File: config.mk
export PLATFORM = sky130hd
export DESIGN_NAME = rv32m_muldiv_unit
export DESIGN_NICKNAME = d
export VERILOG_FILES = /design/src/rtl/rv32m_muldiv_unit.sv
export SDC_FILE = /design/constraint.sdc
export NUM_CORES = 1
export LEC_CHECK = 0
export ABC_AREA = 1
export CORE_MARGIN = 3
export CORE_UTILIZATION = 40
export CTS_CLUSTER_DIAMETER = 200
export CTS_CLUSTER_SIZE = 10
export DETAILED_ROUTE_END_ITERATION = 10
export PLACE_DENSITY = 0.66
export REMOVE_ABC_BUFFERS = 1
export SYNTH_ARGS = -nofsm -noshare
export SYNTH_HDL_FRONTEND = slang
export SYNTH_SLANG_ARGS = --single-unit
File: constraint.sdc
create_clock -name clk_i -period 6.85 [get_ports clk_i]
set_input_delay 0.685 -clock clk_i [delete_from_list [all_inputs] [get_ports clk_i]]
set_output_delay 0.685 -clock clk_i [all_outputs]
set_load 0.01 [all_outputs]
File: src/rtl/rv32m_muldiv_unit.sv
// Iterative RV32M multiply/divide: 33-cycle latency (accept, 32 iterations, DONE); fast path for div-by-zero/overflow.
// Backpressure: stall_o holds the front of the pipeline from the accept cycle through the last iteration.
module rv32m_muldiv_unit #(
    parameter int XLEN         = 32,
    parameter int FAST_SPECIAL = 1
) (
    input  logic            clk_i,
    input  logic            rst_i,
    input  logic            start_i,
    input  logic [2:0]      op_i,
    input  logic [XLEN-1:0] rs1_i,
    input  logic [XLEN-1:0] rs2_i,
    input  logic            kill_i,
    output logic            stall_o,
    output logic            busy_o,
    output logic            done_o,
    output logic [XLEN-1:0] result_o
);

    typedef enum logic [1:0] {IDLE, MUL, DIV, DONE} state_t;

    state_t      state, state_nxt;
    logic [4:0]  cnt;
    logic [2:0]  op_q;
    logic [63:0] acc, acc_nxt;
    logic [31:0] opb;
    logic        neg_res, neg_rem;

    logic        accept, sgn1, sgn2, neg1, neg2, div_zero, div_ovf, special;
    logic [31:0] mag1, mag2, special_res, final_res;
    logic [32:0] sum, rshift;
    logic [31:0] sub;
    logic        ge;
    logic [63:0] prod;
    logic [31:0] quo, rem;

    assign accept = start_i && !kill_i;

    always_comb begin
        sgn1        = (op_i == 3'd1) || (op_i == 3'd2) || (op_i == 3'd4) || (op_i == 3'd6);
        sgn2        = (op_i == 3'd1) || (op_i == 3'd4) || (op_i == 3'd6);
        neg1        = sgn1 && rs1_i[31];
        neg2        = sgn2 && rs2_i[31];
        mag1        = neg1 ? -rs1_i : rs1_i;
        mag2        = neg2 ? -rs2_i : rs2_i;
        div_zero    = (rs2_i == 32'd0);
        div_ovf     = (op_i == 3'd4 || op_i == 3'd6) && rs1_i == 32'h8000_0000 && rs2_i == 32'hFFFF_FFFF;
        special     = (FAST_SPECIAL != 0) && op_i[2] && (div_zero || div_ovf);
        special_res = op_i[1] ? (div_zero ? rs1_i : 32'd0) : (div_zero ? 32'hFFFF_FFFF : 32'h8000_0000);
    end

    // acc holds {hi, lo}: MUL keeps the multiplier in lo and shifts right; DIV keeps {remainder, dividend/quotient} and shifts left.
    always_comb begin
        sum     = {1'b0, acc[63:32]} + (acc[0] ? {1'b0, opb} : 33'd0);
        rshift  = {acc[63:32], acc[31]};
        ge      = rshift >= {1'b0, opb};
        sub     = rshift[31:0] - opb;
        acc_nxt = acc;
        if (op_q[2])
            acc_nxt = ge ? {sub, acc[30:0], 1'b1} : {rshift[31:0], acc[30:0], 1'b0};
        else
            acc_nxt = {sum, acc[31:1]};
        prod      = neg_res ? -acc_nxt : acc_nxt;
        quo       = neg_res ? -acc_nxt[31:0] : acc_nxt[31:0];
        rem       = neg_rem ? -acc_nxt[63:32] : acc_nxt[63:32];
        final_res = op_q[2] ? (op_q[1] ? rem : quo) : ((op_q == 3'd0) ? prod[31:0] : prod[63:32]);
    end

    always_ff @(posedge clk_i) begin
        if (rst_i)
            state <= IDLE;
        else
            state <= state_nxt;
    end

    always_comb begin
        state_nxt = state;
        case (state)
            IDLE: if (accept) state_nxt = special ? DONE : (op_i[2] ? DIV : MUL);
            MUL, DIV: begin
                if (kill_i)
                    state_nxt = IDLE;
                else if (cnt == 5'd31)
                    state_nxt = DONE;
            end
            default: state_nxt = IDLE;
        endcase
    end

    always_comb begin
        busy_o  = (state == MUL) || (state == DIV);
        done_o  = (state == DONE);
        stall_o = !rst_i && (((state == IDLE) && accept) || busy_o);
    end

    always_ff @(posedge clk_i) begin
        if (rst_i) begin
            cnt      <= 5'd0;
            op_q     <= 3'd0;
            acc      <= 64'd0;
            opb      <= 32'd0;
            neg_res  <= 1'b0;
            neg_rem  <= 1'b0;
            result_o <= '0;
        end else begin
            case (state)
                IDLE: begin
                    if (accept) begin
                        op_q    <= op_i;
                        acc     <= {32'd0, mag1};
                        opb     <= mag2;
                        cnt     <= 5'd0;
                        // A zero divisor yields all-ones quotient regardless of the dividend sign.
                        neg_res <= (neg1 ^ neg2) && !(op_i[2] && div_zero);
                        neg_rem <= neg1;
                        if (special)
                            result_o <= special_res;
                    end
                end
                MUL, DIV: begin
                    if (!kill_i) begin
                        acc <= acc_nxt;
                        cnt <= cnt + 5'd1;
                        if (cnt == 5'd31)
                            result_o <= final_res;
                    end
                end
                default: ;
            endcase
        end
    end

endmodule

After elaboration in Yosys (flattened, before gate mapping)

Cells that the tools add are included.

Bits in registers: 140
Input port bits: 71
Output and inout bits: 35

Add/sub/neg operators: 8
$lt $le $gt $ge: 1
Equality and inequality tests: 15
Multiplexer cells: 31
Bitwise logic cells: 1
Reduce and logical (&&, ||, !) cells: 31

Operators with widths:

| cell                 | count |
|---|---|
| $mux 32              | 14 |
| $mux 64              | 5 |
| $neg 32->32          | 4 |
| $pmux 64 s2          | 1 |
| $eq 32x32->1 const B | 2 |
| $neg 64->64          | 1 |
| $pmux 32 s2          | 1 |
| $add 32x32->33       | 1 |
| $ge 33x32->1         | 1 |
| $logic_not 32->1     | 1 |
| $sub 32x32->32       | 1 |
| $mux 31              | 1 |
| $logic_and 1x1->1    | 10 |
| $mux 2               | 5 |
| $mux 5               | 2 |
| $pmux 5 s2           | 1 |
| $logic_or 1x1->1     | 9 |
| $ne 2x2->1 const B   | 4 |
| $eq 3x3->1 const B   | 2 |
| $add 5x1->5 const B  | 1 |
| $eq 5x5->1 const B   | 1 |
| $reduce_and 5->1     | 1 |
| $eq 2x2->1 const B   | 2 |
| $pmux 2 s2           | 1 |
| other kinds (12)     | 15 |

Longest topological paths before layout

Word-level depth: 10
Mapped depth: 35

Least setup slack after synthesis

Ideal clock, no wire load.

Path kind: reg-to-reg
Start: reg opb[28]
End: reg result_o[22]
Setup time: 0.133 ns
Data arrival time: 3.499 ns
Required time: 6.717 ns
Slack: 3.218 ns
Cell stages (with the launch flop): 31
Path buffers: 1
Period minus slack after synthesis: 3.632 ns
Path through: dfxtp_1 -> inv_1 -> ha_1 -> a21oi_2 -> nand2_1 -> a21oi_1 -> nand2_2 -> nor2_4 -> buf_6 -> nand3_2 -> o21ai_2 -> ha_1 -> nand2_1 -> nor2_2 -> inv_1 -> nor2_2 -> inv_1 -> nor2_2 -> nand2_1 -> nor2_1 -> nand2_1 -> nor4_1 -> nand2_1 -> o21ai_2 -> nand3_1 -> nand2_1 -> nand2_1 -> nand2_1 -> nand3_1 -> nand2_1 -> a21oi_2

Cells in the longest elaborated chain, start to end: 10

RTL lines:

| item                                | RTL line | RTL |
|---|---|---|
| start: declaration                  | 26       | `logic [31:0] opb;` |
| start signal: assignment            | 111      | `opb <= mag2;` |
| $ge 33x32->1 *                      | 56       | `ge = rshift >= {1'b0, opb};` |
| $mux 64 *                           | 60       | `acc_nxt = ge ? {sub, acc[30:0], 1'b1} : {rshift[31:0], acc[30:0], 1'b0};` |
| $mux 64 *                           | 59       | `if (op_q[2])` |
| $neg 64->64 (tied with other cells) | 63       | `prod = neg_res ? -acc_nxt : acc_nxt;` |
| $mux 64 (tied with other cells)     | 63       |  |
| $mux 32                             | 66       | `final_res = op_q[2] ? (op_q[1] ? rem : quo) : ((op_q == 3'd0) ? prod[31:0] : prod[63:32]);` |
| $mux 32 *                           | 66       |  |
| $mux 32 *                           | 124      | `if (cnt == 5'd31)` |
| $mux 32 *                           | 121      | `if (!kill_i) begin` |
| $pmux 32 s2 *                       | 106      | `case (state)` |
| end signal: assignment              | 117      | `result_o <= special_res;` |
| end signal: assignment              | 125      | `result_o <= final_res;` |
| end: declaration                    | 17       | `output logic [XLEN-1:0] result_o` |

Every way passes the cells marked *; elsewhere a longest branch is shown, timed or not. The select of a mux whose other input is x is not followed.
A chain may end at the register's enable or synchronous reset.

Worst setup path in the final report

Start: reg opb[27]
End: reg result_o[22]

The elaborated chain is that of the path after synthesis.

==> out/results.md <==
| Item | This run |
|---|---|
| Number of instances resized during post-cts repair | 0 |
| Insertion delay to the later sink of the worst-skew pair | 0.49 ns |
| Post-Layout Inst Area | 19400 sq um |
| Cell leakage power | 9.38 nW |
| Synthesized netlist cell count | 3113 |
| Clk buf depth | 2 |
| Number of global-route vias before repair | 18700 |
| Count of antenna-violating nets left after detailed routing | 0 |
| Most instantiated flip-flop cell in the synthesis netlist | dfxtp_1 |
| Syn-to-layout area delta | 11.4% |
| Antenna diode count | 0 |
| Initial core utilization | 0.410 |
| Max Fclk | 0.205 GHz |
| Headroom to the max-slew limit | 0.192 |
| Total vias in the final route | 20500 |
| Pre-Repair DR Iteration Count | 5 |
| Port buffer count | 105 |
| Count of pins on the block boundary | 106 |
| Largest driver fanout on the critical path | 16 |
| Top cells by area, synth | nand2_1 20%, dfxtp_1 16%, inv_1 9.4%, a21oi_1 6.7%, nand3_1 6.5% |
| Number of fillers in the final layout | 4715 |
| CTS H-tree depth | 4 |
| Final period utilization | 0.711 |
| Setup Total Neg Slack | 0 ns |
| Setup crit end kind | register |
| Nature of the critical path startpoint | register |
| Most used cell, CP | nand2_1 |
| Delay of the slowest cell on the worst path | 0.48 ns |
| Number of remaining DRC errors | 0 |
| Setup repair after global routing missed its margin | no |
| Library cell with the largest summed area after synthesis | nand2_1 |
| Die height | 215 um |
| Clock root buffer | clkbuf_16 |
| Hold-fix buffer count after cts | 0 |
| Worst Hold Endpoint | result_o[21]$_SDFFE_PP0P_ |
| Worst Path Class, Setup | reg2reg |
| Post-placement cell area | 18800 sq um |
| Number of design-rule violations left by the first detailed-router iteration | 2602 |
| Slew at the pin with the worst max-slew slack | 1.21 ns |
| Number of CTS-inserted buffers | 17 |
| Wirelength per Cell | 18.4 um |
| Number of post-CTS setup repair buffers | 0 |
| Outcome | complete, no violations |
| Proportion of power drawn by combinational gates | 0.656 |
| Fin. max-slew vios | 0 |
| Worst setup margin | 1.98 ns |
| R2R cell count | 31 |
| Synthesis-stage register bit count | 140 |
| Total congestion overflow after global routing | 0 |
| Final routed wirelength across all metal layers | 68800 um |
| Number of antenna violations at the first check in global routing | 1 |
| Total standard cell area after synthesis | 17400 sq um |
| Number of max-capacitance violations reported | 0 |
| Number of unique standard cell types used by synthesis | 52 |
| Reg-to-reg endpoint | result_o[22]$_SDFFE_PP0P_ |
| Number of vias per cell after detailed routing | 5.49 |
| Endpoints failing hold | 0 |
| Die width | 215 um |
| Number of enable-type register cells in the synthesized netlist | 0 |
| Worst flop-to-flop path startpoint | opb[27]$_SDFFE_PP0P_ |
| Final #Nets | 3287 |
| Total die area | 46000 sq um |
| Share of final-layout standard cells stronger than drive strength 1 | 0.0685 |
| CTS tree | done |
| Pin count of the biggest net entering global routing | 71 |
| FF-to-FF setup slack | 1.98 ns |
| Clock sink total | 140 |
| Synth Warn # | 0 |
| Clock network power share | 0.161 |
| Clock slew seen by the registers of the worst setup and hold paths | 0.08 ns |
| Cell family with the largest share of critical-path delay | simple AND/OR/NAND/NOR gates |
| Leading cell types in the layout, fill and taps excluded | 947 x nand2_1, 438 x inv_1, 256 x nor2_1, 233 x a21oi_1, 226 x nand3_1 |
| Min cycle time layout | 4.87 ns |
| Power after layout | 6.19 mW |
| Combined flip-flop and latch cell area | 2810 sq um |
| Pre-CTS setup slack | 1.52 ns |
| Final setup skew | 0.0223 ns |
| Origin of the worst min-delay path | result_o[21]$_SDFFE_PP0P_ |
| First-pass GRT wire length | 106000 um |
| Post-DP HPWL | 53900 um |
| Global-route usage over all layers | 0.291 |
| Synth top area share | 0.204 |
| Maximum vdd ir drop | 0.427 mV |
| Data arrival time of the critical path | 5.24 ns |
| Most frequent standard cell in the layout excluding fill and tap cells | nand2_1 |
| Required time worst endpoint | 7.22 ns |
| Setup violators final | 0 |
| Highest-delay cell along the critical path | nor2_4 |
| Async set-or-reset flop fraction in the synthesized netlist | 0 |
| Synthesized area per cell | 5.59 sq um |
| Switching Fraction | 0.559 |
| GP Congestion | 1.06 |
| Kind of path behind the tightest hold check | reg2reg |
| Critical path buffers and inverters | 4 |
| Footprint of the multi-input gates | 12300 sq um |
| Portion of the post-synthesis area used by sequential elements | 0.161 |
| Power per standard cell area | 319 nW/um^2 |
| Sw Pwr | 3.46 mW |
| Std-Cell Core Area | 42400 sq um |
| Proportion of power drawn by flip-flops and latches | 0.183 |
| Number of cell rows | 75 |
| Pint | 2.73 mW |
| Cell count of the worst hold path | 2 |
==> synthesized netlist by cell type (23+ instances only) <==
library cell  number
nor2_1           258
clkbuf_1          79
a21oi_1          233
nand2_2           39
a31oi_1           29
dfxtp_1          140
inv_1            438
nor2_2            23
nand3_1          226
ha_1              73
o21ai_0          183
nand4_1           53
nor3_1            30
xnor2_1           35
xor2_1            74
nand2_1          947
==> routing by layer <==
layer,GRT usage,wire length (um),share of wire,vias to the layer above
li1,-,-,-,10100
met1,0.404,30400,0.44,9367
met2,0.437,28800,0.42,927
met3,0.0704,7040,0.10,124
met4,0.109,2470,0.036,0
met5,0,0,0,-
==> flip-flops by register name (all words and copies together) (netlist names) <==
signal and count:
op_q 3, state 2, neg_rem 1, cnt 5
opb 32, result_o 32, neg_res 1, acc 64
==> power by group through the flow <==
stage / Combinational (mW) / Clock (mW) / Sequential [mW]
finish: 4.06 / 0.999 / 1.13
global route: 4.47 / 1.04 / 1.16
CTS: 3.96 / 1.01 / 1.13
detailed placement: 3.94 / 0 / 1.14
global placement: 3.95 / 0 / 1.14
floorplan: 2.67 / 0 / 1.14
==> per-stage QoR <==
step,utilization,std cells,hold WS (ns)
global route,0.457,3731,0.486
finish,0.457,3731,0.467
CTS,0.457,3730,0.469
floorplan,-,2996,0.444
global placement,0.443,3698,0.453
detailed placement,0.443,3698,0.459
==> how the worst max path moves through the flow <==
stage,startpoint,endpoint,cells past startpoint
after global routing,opb[27]$_SDFFE_PP0P_,result_o[22]$_SDFFE_PP0P_,31
after global placement,rs1_i[0],result_o[13]$_SDFFE_PP0P_,18
after detailed placement,rs1_i[0],result_o[13]$_SDFFE_PP0P_,18
after CTS,rs1_i[0],result_o[13]$_SDFFE_PP0P_,18
after floorplan,op_q[2]$_SDFFE_PP0P_,result_o[30]$_SDFFE_PP0P_,23
final,opb[27]$_SDFFE_PP0P_,result_o[22]$_SDFFE_PP0P_,31
==> area by class of cell <==
class | instances | share of cell area
Clock buffer | 20 | 0.0246
Clock inverter | 12 | 0.00652
Inverter | 455 | 0.0881
Multi-Input combinational cell | 2401 | 0.637
Sequential cell | 140 | 0.145
Tap cell | 577 | 0.0372
Timing Repair Buffer | 126 | 0.0621
==> tightest hold or removal path, delay by kind of cell (launching register included) <==
family | cells | cell delay, ns
DFF | 1 | 0.31
and+or+nand+nor | 1 | 0.06
AOI/OAI and AO/OA | 1 | 0.05
==> logic make-up (layout without fill, tap and decap cells) <==
kind of cell,Yosys count,in the layout,synth area share
fa+ha+maj,75,75,0.0548
simple gates,1670,1670,0.424
xor+xnor,109,109,0.0549
buf+inv,572,613,0.130
flops,140,140,0.161
compound gates,547,547,0.175
Power figures use the tool's default switching activity.
